[src/rtl/axi_lite_pkg.sv]
// Shared response codes and FSM state types for the AXI-Lite register file.
// Pure definitions: no logic, no latency, no backpressure.
package axi_lite_pkg;

  localparam logic [1:0] RESP_OKAY   = 2'b00;
  localparam logic [1:0] RESP_SLVERR = 2'b10;

  typedef enum logic [1:0] {
    WIDLE   = 2'd0,
    WHAVE_A = 2'd1,
    WHAVE_D = 2'd2,
    WRESP   = 2'd3
  } wr_state_t;

  typedef enum logic {
    RIDLE = 1'b0,
    RDATA = 1'b1
  } rd_state_t;

endpackage

[src/rtl/axi_lite_inf.sv]
// AXI-Lite bus bundle: AW/W/B write channels plus AR/R read channels.
// Wiring only; valid/ready backpressure is carried on every channel.
interface axi_lite_inf #(
  parameter int ASIZE = 32,
  parameter int DSIZE = 32
);

  logic             awvalid;
  logic             awready;
  logic [ASIZE-1:0] awaddr;
  logic             wvalid;
  logic             wready;
  logic [DSIZE-1:0] wdata;
  logic             bvalid;
  logic             bready;
  logic [1:0]       bresp;
  logic             arvalid;
  logic             arready;
  logic [ASIZE-1:0] araddr;
  logic             rvalid;
  logic             rready;
  logic [DSIZE-1:0] rdata;
  logic [1:0]       rresp;

  modport master (
    output awvalid, awaddr, wvalid, wdata, bready, arvalid, araddr, rready,
    input  awready, wready, bvalid, bresp, arready, rvalid, rdata, rresp
  );

  modport slave (
    input  awvalid, awaddr, wvalid, wdata, bready, arvalid, araddr, rready,
    output awready, wready, bvalid, bresp, arready, rvalid, rdata, rresp
  );

endinterface

[src/rtl/axi_lite_wr_hold.sv]
// Holds whichever of AW/W arrives first and presents the effective address/data, register index and range flag.
// Zero latency: a handshake in the current cycle bypasses the holding register; no backpressure of its own.
module axi_lite_wr_hold #(
  parameter int ASIZE = 32,
  parameter int DSIZE = 32,
  parameter int NREG  = 8,
  localparam int IDXW = $clog2(NREG)
) (
  input  logic             clk,
  input  logic             rst,
  input  logic             aw_fire,
  input  logic [ASIZE-1:0] awaddr,
  input  logic             w_fire,
  input  logic [DSIZE-1:0] wdata,
  output logic [IDXW-1:0]  wr_idx,
  output logic             wr_in_range,
  output logic [DSIZE-1:0] wr_data
);

  logic [ASIZE-1:0] addr_q;
  logic [DSIZE-1:0] data_q;
  logic [ASIZE-1:0] eff_addr;
  logic             unused_lo;

  always_ff @(posedge clk or posedge rst) begin
    if (rst) begin
      addr_q <= '0;
      data_q <= '0;
    end else begin
      if (aw_fire) addr_q <= awaddr;
      if (w_fire)  data_q <= wdata;
    end
  end

  // The later handshake commits on its own edge, so its bus value must bypass the hold register.
  assign eff_addr    = aw_fire ? awaddr : addr_q;
  assign wr_data     = w_fire ? wdata : data_q;
  assign wr_idx      = eff_addr[IDXW+1:2];
  assign wr_in_range = ((eff_addr >> (IDXW + 2)) == '0);
  assign unused_lo   = ^eff_addr[1:0];

endmodule

[src/rtl/axi_lite_regfile.sv]
// AXI-Lite slave register file: NREG x DSIZE registers, independent write and read FSMs.
// Write response 1 cycle after the later AW/W handshake, read data 1 cycle after AR; responses hold until bready/rready.
module axi_lite_regfile
  import axi_lite_pkg::*;
#(
  parameter int ASIZE = 32,
  parameter int DSIZE = 32,
  parameter int NREG  = 8
) (
  input  logic                  axi_lite_aclk,
  input  logic                  axi_lite_reset,
  axi_lite_inf.slave            axi,
  output logic [NREG*DSIZE-1:0] reg_q,
  output logic [NREG-1:0]       reg_wr_pulse
);

  localparam int IDXW = $clog2(NREG);

  wr_state_t        wr_state, wr_state_nxt;
  rd_state_t        rd_state, rd_state_nxt;
  logic             aw_fire, w_fire, ar_fire;
  logic             wr_commit;
  logic [IDXW-1:0]  wr_idx;
  logic             wr_in_range;
  logic [DSIZE-1:0] wr_data;
  logic [IDXW-1:0]  ar_idx;
  logic             ar_in_range;
  logic             unused_ar_lo;
  logic [1:0]       bresp_q;
  logic [DSIZE-1:0] rdata_q;
  logic [1:0]       rresp_q;
  logic [DSIZE-1:0] regs [NREG];

  // ---------------- write path ----------------
  assign axi.awready = (wr_state == WIDLE) || (wr_state == WHAVE_D);
  assign axi.wready  = (wr_state == WIDLE) || (wr_state == WHAVE_A);
  assign aw_fire     = axi.awvalid && axi.awready;
  assign w_fire      = axi.wvalid && axi.wready;
  assign axi.bvalid  = (wr_state == WRESP);
  assign axi.bresp   = bresp_q;

  axi_lite_wr_hold #(
    .ASIZE (ASIZE),
    .DSIZE (DSIZE),
    .NREG  (NREG)
  ) u_wr_hold (
    .clk         (axi_lite_aclk),
    .rst         (axi_lite_reset),
    .aw_fire     (aw_fire),
    .awaddr      (axi.awaddr),
    .w_fire      (w_fire),
    .wdata       (axi.wdata),
    .wr_idx      (wr_idx),
    .wr_in_range (wr_in_range),
    .wr_data     (wr_data)
  );

  always_ff @(posedge axi_lite_aclk or posedge axi_lite_reset) begin
    if (axi_lite_reset) wr_state <= WIDLE;
    else                wr_state <= wr_state_nxt;
  end

  always_comb begin
    wr_state_nxt = wr_state;
    wr_commit    = 1'b0;
    case (wr_state)
      WIDLE: begin
        if (aw_fire && w_fire) begin
          wr_state_nxt = WRESP;
          wr_commit    = 1'b1;
        end else if (aw_fire) begin
          wr_state_nxt = WHAVE_A;
        end else if (w_fire) begin
          wr_state_nxt = WHAVE_D;
        end
      end
      WHAVE_A: begin
        if (w_fire) begin
          wr_state_nxt = WRESP;
          wr_commit    = 1'b1;
        end
      end
      WHAVE_D: begin
        if (aw_fire) begin
          wr_state_nxt = WRESP;
          wr_commit    = 1'b1;
        end
      end
      WRESP: begin
        if (axi.bready) wr_state_nxt = WIDLE;
      end
      default: wr_state_nxt = WIDLE;
    endcase
  end

  always_ff @(posedge axi_lite_aclk or posedge axi_lite_reset) begin
    if (axi_lite_reset) begin
      bresp_q      <= RESP_OKAY;
      reg_wr_pulse <= '0;
      for (int i = 0; i < NREG; i++) regs[i] <= '0;
    end else begin
      reg_wr_pulse <= '0;
      if (wr_commit) begin
        bresp_q <= wr_in_range ? RESP_OKAY : RESP_SLVERR;
        if (wr_in_range) begin
          regs[wr_idx]         <= wr_data;
          reg_wr_pulse[wr_idx] <= 1'b1;
        end
      end
    end
  end

  always_comb begin
    reg_q = '0;
    for (int i = 0; i < NREG; i++) reg_q[i*DSIZE +: DSIZE] = regs[i];
  end

  // ---------------- read path ----------------
  assign axi.arready  = (rd_state == RIDLE);
  assign ar_fire      = axi.arvalid && axi.arready;
  assign ar_idx       = axi.araddr[IDXW+1:2];
  assign ar_in_range  = ((axi.araddr >> (IDXW + 2)) == '0);
  assign unused_ar_lo = ^axi.araddr[1:0];
  assign axi.rvalid   = (rd_state == RDATA);
  assign axi.rdata    = rdata_q;
  assign axi.rresp    = rresp_q;

  always_ff @(posedge axi_lite_aclk or posedge axi_lite_reset) begin
    if (axi_lite_reset) rd_state <= RIDLE;
    else                rd_state <= rd_state_nxt;
  end

  always_comb begin
    rd_state_nxt = rd_state;
    case (rd_state)
      RIDLE:   if (ar_fire) rd_state_nxt = RDATA;
      RDATA:   if (axi.rready) rd_state_nxt = RIDLE;
      default: rd_state_nxt = RIDLE;
    endcase
  end

  // Sampling regs here with non-blocking semantics returns the pre-write value on a same-edge update.
  always_ff @(posedge axi_lite_aclk or posedge axi_lite_reset) begin
    if (axi_lite_reset) begin
      rdata_q <= '0;
      rresp_q <= RESP_OKAY;
    end else if (ar_fire) begin
      rdata_q <= ar_in_range ? regs[ar_idx] : '0;
      rresp_q <= ar_in_range ? RESP_OKAY : RESP_SLVERR;
    end
  end

endmodule

[src/flat_wrapper.sv]
// flat-port wrapper written by rule: the top's interface ports become plain ports
module axi_lite_regfile_flat import axi_lite_pkg::*;
#(
  parameter int ASIZE = 32,
  parameter int DSIZE = 32,
  parameter int NREG  = 8
)
  (axi_lite_aclk, axi_lite_reset, reg_q, reg_wr_pulse, axi_awvalid, axi_awaddr, axi_wvalid, axi_wdata, axi_bready, axi_arvalid, axi_araddr, axi_rready, axi_awready, axi_wready, axi_bvalid, axi_bresp, axi_arready, axi_rvalid, axi_rdata, axi_rresp);
  axi_lite_inf #(.ASIZE(ASIZE), .DSIZE(DSIZE)) axi_i ();
  input  logic axi_lite_aclk;
  input  logic axi_lite_reset;
  output logic [NREG*DSIZE-1:0] reg_q;
  output logic [NREG-1:0] reg_wr_pulse;
  input wire logic [$bits(axi_i.awvalid)-1:0] axi_awvalid;
  input wire logic [$bits(axi_i.awaddr)-1:0] axi_awaddr;
  input wire logic [$bits(axi_i.wvalid)-1:0] axi_wvalid;
  input wire logic [$bits(axi_i.wdata)-1:0] axi_wdata;
  input wire logic [$bits(axi_i.bready)-1:0] axi_bready;
  input wire logic [$bits(axi_i.arvalid)-1:0] axi_arvalid;
  input wire logic [$bits(axi_i.araddr)-1:0] axi_araddr;
  input wire logic [$bits(axi_i.rready)-1:0] axi_rready;
  output wire logic [$bits(axi_i.awready)-1:0] axi_awready;
  output wire logic [$bits(axi_i.wready)-1:0] axi_wready;
  output wire logic [$bits(axi_i.bvalid)-1:0] axi_bvalid;
  output wire logic [$bits(axi_i.bresp)-1:0] axi_bresp;
  output wire logic [$bits(axi_i.arready)-1:0] axi_arready;
  output wire logic [$bits(axi_i.rvalid)-1:0] axi_rvalid;
  output wire logic [$bits(axi_i.rdata)-1:0] axi_rdata;
  output wire logic [$bits(axi_i.rresp)-1:0] axi_rresp;
  assign axi_i.awvalid = axi_awvalid;
  assign axi_i.awaddr = axi_awaddr;
  assign axi_i.wvalid = axi_wvalid;
  assign axi_i.wdata = axi_wdata;
  assign axi_i.bready = axi_bready;
  assign axi_i.arvalid = axi_arvalid;
  assign axi_i.araddr = axi_araddr;
  assign axi_i.rready = axi_rready;
  assign axi_awready = axi_i.awready;
  assign axi_wready = axi_i.wready;
  assign axi_bvalid = axi_i.bvalid;
  assign axi_bresp = axi_i.bresp;
  assign axi_arready = axi_i.arready;
  assign axi_rvalid = axi_i.rvalid;
  assign axi_rdata = axi_i.rdata;
  assign axi_rresp = axi_i.rresp;
  axi_lite_regfile #(.ASIZE(ASIZE), .DSIZE(DSIZE), .NREG(NREG)) u_core (.axi_lite_aclk(axi_lite_aclk), .axi_lite_reset(axi_lite_reset), .axi(axi_i), .reg_q(reg_q), .reg_wr_pulse(reg_wr_pulse));
endmodule
[config.mk]
export PLATFORM = sky130hd
export DESIGN_NAME = axi_lite_regfile_flat
export DESIGN_NICKNAME = d
export VERILOG_FILES = /design/src/rtl/axi_lite_pkg.sv /design/src/rtl/axi_lite_inf.sv /design/src/rtl/axi_lite_wr_hold.sv /design/src/rtl/axi_lite_regfile.sv /design/src/flat_wrapper.sv
export SDC_FILE = /design/constraint.sdc
export NUM_CORES = 1
export LEC_CHECK = 0
export BUFFER_PORTS_ARGS = -buffer_cell sky130_fd_sc_hd__buf_4
export CAP_MARGIN = 20
export CORE_MARGIN = 2
export CORE_UTILIZATION = 26
export DETAILED_ROUTE_END_ITERATION = 10
export SYNTH_ARGS = -nofsm -noshare
export SYNTH_HDL_FRONTEND = slang
export SYNTH_SLANG_ARGS = --single-unit
[constraint.sdc]
create_clock -name axi_lite_aclk -period 22.7 [get_ports axi_lite_aclk]
set_input_delay 0 -clock axi_lite_aclk [delete_from_list [all_inputs] [get_ports axi_lite_aclk]]
set_output_delay 0 -clock axi_lite_aclk [all_outputs]
set_load 0.01 [all_outputs]
# Word-level counts from Yosys, hierarchy flattened
# Index checks and enable logic that the tools add are counted.
totals:
  regBits: 367
  in_bits: 103
op_classes:
  magnitude_cmp: 5
  eq_ne: 7
  muxes: 29
  bitwise: 3
  n_reduce_logical: 13
ops:
  columns: ["cell", "n"]
  rows:
  - ["256-bit bitwise mux", 1]
  - ["32-bit two-way mux", 6]
  - ["32-bit binary-select mux with 3-bit select", 1]
  - ["32-bit demux with 3-bit select", 1]
  - ["32-bit zero test", 2]
  - ["2-bit two-way mux", 8]
  - ["8-bit two-way mux", 2]
  - ["4-bit greater-or-equal comparator, second input constant", 2]
  - ["3-bit inverter with 4-bit output", 2]
  - ["2-bit one-hot mux with 4 select lines", 1]
  - ["1-bit logical AND", 6]
  - ["1-bit two-way mux", 6]
  - ["2-bit equality test, second input constant", 2]
  - ["3-bit by 4-bit < comparator with 1-bit output, second input constant", 1]
  - ["4-bit by 1-bit < comparator with 1-bit output, second input constant", 1]
  - ["2-bit by 1-bit inequality test with 1-bit output, second input constant", 2]
  - ["4-bit by 2-bit inequality test with 1-bit output, second input constant", 1]
  - ["4-bit AND reduction", 1]
  - ["1-bit demux with 3-bit select", 1]
  - ["3-bit by 1-bit greater-or-equal comparator with 1-bit output, second input constant", 1]
  - ["1-bit one-hot mux with 3 select lines", 1]
  - ["2-bit by 1-bit equality test with 1-bit output, second input constant", 1]
  - ["2-bit zero test", 1]
  - ["1-bit logical OR", 2]
  - ["4 further kinds", 4]

# Longest topological paths before layout
logic_depth:
  depth_word: 10
  ltp_mapped: 9
  ltp_nobuf: 7

# Modules after synthesis
# A second synthesis with hierarchy kept.
hier_totals:
  hier_cells: 1000
  hier_area_um2: 15803.9
by_module_without_submodules:
  columns: ["mod", "instances", "cells_per_inst", "area_per_inst_um2"]
  rows:
  - ["axi_lite_regfile", 1, 839, 13322.8]
  - ["axi_lite_wr_hold", 1, 161, 2481.1]

# Least setup slack after synthesis
# Ideal clock, no wire load.
synth_timing:
  path_type: "register to register"
  from: "register u_core.wr_state[0]"
  to: "register u_core.regs (netlist bit u_core.reg_q[0])"
  setup_ps: 127
  arrival_time_ps: 2546
  required_time_ps: 22573
  path_slack_ps: 20027
  stages_incl_launch_ff: 9
  synth_period_minus_slack_ps: 2673
  cell_sequence: "dfrtp_1 inv_1 ha_1 o21ai_2 mux2_2 a221oi_1 nand4_1 clkbuf_1 mux2_1"
synth_between:
  elab_chain_cells: 10
  word_cells_on_any_way: 23
synth_rtl:
  columns: ["element", "line_no", "source"]
  rows:
  - ["start: declaration", "axi_lite_regfile.sv:19", "wr_state_t wr_state, wr_state_nxt;"]
  - ["start signal: assignment", "axi_lite_regfile.sv:60", "else wr_state <= wr_state_nxt;"]
  - ["2-bit equality test or 2-bit zero test (tied branches)", "axi_lite_regfile.sv:35", "assign axi.awready = (wr_state == WIDLE) || (wr_state == WHAVE_D);"]
  - ["1-bit logical OR (*)", "axi_lite_regfile.sv:35", null]
  - ["1-bit logical AND (*)", "axi_lite_regfile.sv:37", "assign aw_fire = axi.awvalid && axi.awready;"]
  - ["32-bit two-way mux (*)", null, null]
  - ["named net u_core.u_wr_hold.eff_addr[2]", "axi_lite_wr_hold.sv:22", "logic [ASIZE-1:0] eff_addr;"]
  - ["3-bit inverter with 4-bit output (implied by the code) (*)", "axi_lite_regfile.sv:106", "regs[wr_idx] <= wr_data;"]
  - ["4-bit greater-or-equal comparator (implied by the code) or 4-bit by 1-bit < comparator with 1-bit output (tied branches)", "axi_lite_regfile.sv:106", null]
  - ["1-bit logical AND (implied by the code)", "axi_lite_regfile.sv:106", null]
  - ["32-bit two-way mux (implied by the code)", "axi_lite_regfile.sv:106", null]
  - ["32-bit demux with 3-bit select (*)", "axi_lite_regfile.sv:106", null]
  - ["256-bit bitwise mux (*)", "axi_lite_regfile.sv:106", null]
  - ["end signal: indexed assignment", "axi_lite_regfile.sv:106", null]
  - ["end: declaration", "axi_lite_regfile.sv:32", "logic [DSIZE-1:0] regs [NREG];"]
# Mark *: on every way through the listed nets, which the timed path passes. The rest lies on a longest branch.
# A chain may end at the register's enable or synchronous reset.

# Worst setup path after layout
layout_timing:
  from: "register u_core.wr_state[0]"
  to: "register u_core.regs (netlist bit u_core.reg_q[222])"
# The elaborated chain is that of the path after synthesis.

==> impl_metrics.tcl <==
set metrics [dict create \
    cp.arrival_ns 4.52 \
    r2r-end "u_core.reg_q[222]$_DFFE_PP0P_" \
    ir_drop_mv 0.06310 \
    p_seq_share_pct 41.9 \
    r2r_start "u_core.wr_state[0]$_DFFE_PP0P_" \
    antenna_found_initial 1 \
    start_util_pct 26.29 \
    power_switching_mw 0.4966 \
    vias 10870 \
    timing.final.crit_share_pct 18.03 \
    power_leakage_nw 11.05 \
    cts-htree-levels 2 \
    ys_types 31 \
    slew_headroom_pct 23.01 \
    cts-resized-gates 0 \
    synthCells 1044 \
    detail_route.iter0.violations 442 \
    final_common_cell "buf_4" \
    crit_path_start "u_core.wr_state[0]$_DFFE_PP0P_" \
    diodes 0 \
    clock-sinks 363 \
    setup_ws_ns 18.61 \
    p_per_area_nw_per_um2 80.22 \
    hpwl_mm 33.69 \
    fp.dieW_um 248.1 \
    setup.worst_path.class "reg2reg" \
    firstDrtPassIters 6 \
    layout_min_cycle_time_ns 4.093 \
    rsz0062_at_grt "false" \
    gp_congestion 0.7916 \
    area_growth_pct 39.63 \
    cap_violations 0 \
    drv_slew 0 \
    hold_viol 0 \
    core_area_um2 58910 \
    final_cell_mix "buf_4 (423), dfrtp_1 (363), mux2_2 (257)" \
    synth.yosys.seq_area_share_pct 58.65 \
    drc 0 \
    clk_latency_ns 0.57 \
    io_pins 408 \
    worstHoldPathType "in2reg" \
    grt_pass1_vias 11600 \
    cts_buffers 42 \
    path_clk_slew_ns 0.06 \
    portBuffers 401 \
    fmax_mhz 244.3 \
    via_per_inst 4.663 \
    clkPwrFrac_pct 40.2 \
    grt_overflow 0 \
    crit_path_start_kind "flop" \
    combPwrFrac_pct 18.0 \
    wl_per_cell_um 22.15 \
    grtUsageTotal_pct 16.54 \
    syn_area_per_cell_um2 14.83 \
    rows 89 \
    status "completed" \
    worstRegToRegCells 8 \
    required_ns 23.13 \
    tns_ns 0 \
    synth_seq_cells 363 \
    grt_max_degree 137 \
    crit_end "u_core.reg_q[222]$_DFFE_PP0P_" \
    highest_layer "met4" \
    wl_met3_mm 3.386 \
    syn_area_um2 15490 \
    clk_path_buf_depth 3 \
    dp_worst_setup_slack_ns 18.49 \
    power.internal_mw 1.238 \
    wl_met2_mm 25.10 \
    wl_mm 51.63 \
    die_area_um2 61530 \
    path_max_fanout 34 \
    clock_skew_ns 0.02094 \
    met1_length_mm 21.62 \
    cts_root_buf "clkbuf_16" \
    netSwitchingFraction_pct 28.63 \
    nNetsFinal 1636 \
    grt_pass1_wl_mm 75.18 \
    drive_gt1_share_pct 53.02 \
    yosysWarnings 0 \
    end_kind "flop" \
    fp.dieH_um 248.1 \
    antenna_left 0 \
    setup_violations 0 \
    worstMarginPinSlew_ns 1.155 \
    cts_tree "yes" \
    worst-r2r-setup-slack_ns 18.61 \
]
[worst min path at each step]
stage / start / to / slack, ns / depth (start not counted)
4_1_cts: axi_arvalid / u_core.axi.rvalid$_DFF_PP0_ / 0.10 / 4
3_5_place_dp: axi_rready / u_core.axi.rvalid$_DFF_PP0_ / 0.19 / 2
6_report: axi_arvalid / u_core.axi.rvalid$_DFF_PP0_ / 0.11 / 4
2_1_floorplan: axi_rready / u_core.axi.rvalid$_DFF_PP0_ / 0.1 / 1
5_1_grt: axi_arvalid / u_core.axi.rvalid$_DFF_PP0_ / 0.12 / 4
3_3_place_gp: axi_rready / u_core.axi.rvalid$_DFF_PP0_ / 0.19 / 2
[cell usage after synthesis (all sizes together)]
master  count  share of area [%]
a222oi      1              0.065
a21boi      1              0.048
nor4       17               0.69
mux2      289                 21
o21a        1              0.048
clkbuf     26               0.63
o21ai      36                1.2
nor2        3              0.073
conb        1              0.024
dfrtp     363                 59
a221oi      3               0.21
a22oi       1              0.048
inv        18               0.44
or3         1              0.040
and2        1              0.040
mux4       64                9.3
or2         2              0.081
or4         2              0.097
buf        33               0.99
mux2i      36                2.3
nand2     119                2.9
ha          4               0.32
nor3        3              0.097
a21oi       4               0.13
nand4       9               0.36
nand3       6               0.19
[power by group through the flow]
stage	Combinational [mW]	Sequential, mW	Clock, mW
after floorplan	0.188	0.733	0
after global placement	0.282	0.735	0
after detailed placement	0.290	0.738	0
after CTS	0.313	0.726	0.720
after global routing	0.344	0.732	0.750
final	0.311	0.726	0.697
[sequential cells by signal (all words and copies together) (netlist names)]
register / count
u_core.axi.rvalid: 1
u_core.reg_q: 256
u_core.wr_state: 2
u_core.axi.rresp: 1
u_core.reg_wr_pulse: 8
u_core.u_wr_hold.data_q: 32
u_core.u_wr_hold.addr_q: 30
u_core.axi.rdata: 32
u_core.axi.bresp: 1
[stage by stage]
stage	hold WS (ns)	instance area, um^2	instances	utilization [%]	total power, mW
after CTS	0.1019	21600	2330	36.66	1.760
after global placement	0.1889	19420	2182	32.97	1.017
final	0.1076	21620	2331	36.71	1.735
after global routing	0.1223	21620	2331	36.71	1.826
after detailed placement	0.1912	19420	2182	32.97	1.027
after floorplan	0.09645	15490	1045	-	0.9210
[kinds of logic after synthesis]
family	share of synthesized area [%]
other	0.02421
multiplexers	32.65
AND/OR/NAND/NOR	4.556
flip-flops	58.65
adder cells (fa/ha/maj)	0.3232
AO/OA/AOI/OAI	1.737
buffers and inverters	2.060
[layer usage]
metal / vias up / global-route usage, %
met1: 5648 / 20.82
met3: 95 / 4.256
met2: 348 / 27.60
met4: 0 / 5.601
li1: 4779 / -
met5: - / 0
[critical path, stage by stage (launching register included)]
cell and delay (ns):
dfrtp_1 0.37, inv_1 0.09, ha_1 0.28, o21ai_2 0.13, buf_4 0.35, mux2_2 0.39
a221oi_1 0.85, nand3_4 0.92, mux2_2 0.55
[final cells by class]
type                    instances  area (um^2)
clock inverters                19        229.0
multi-input cells             605         6120
fillers                      5685        37280
repair buffers                499         3954
flip-flops and latches        363         9084
clock buffers                  54         1196
inverters                      18        75.07
well taps                     773        967.2
[what timing repair did]
action                                 4_1_cts  5_1_grt
endpoints found under the hold margin      441        0
hold buffers                                75        0
buffers inserted                             0        0
Power figures use the tool's default switching activity.
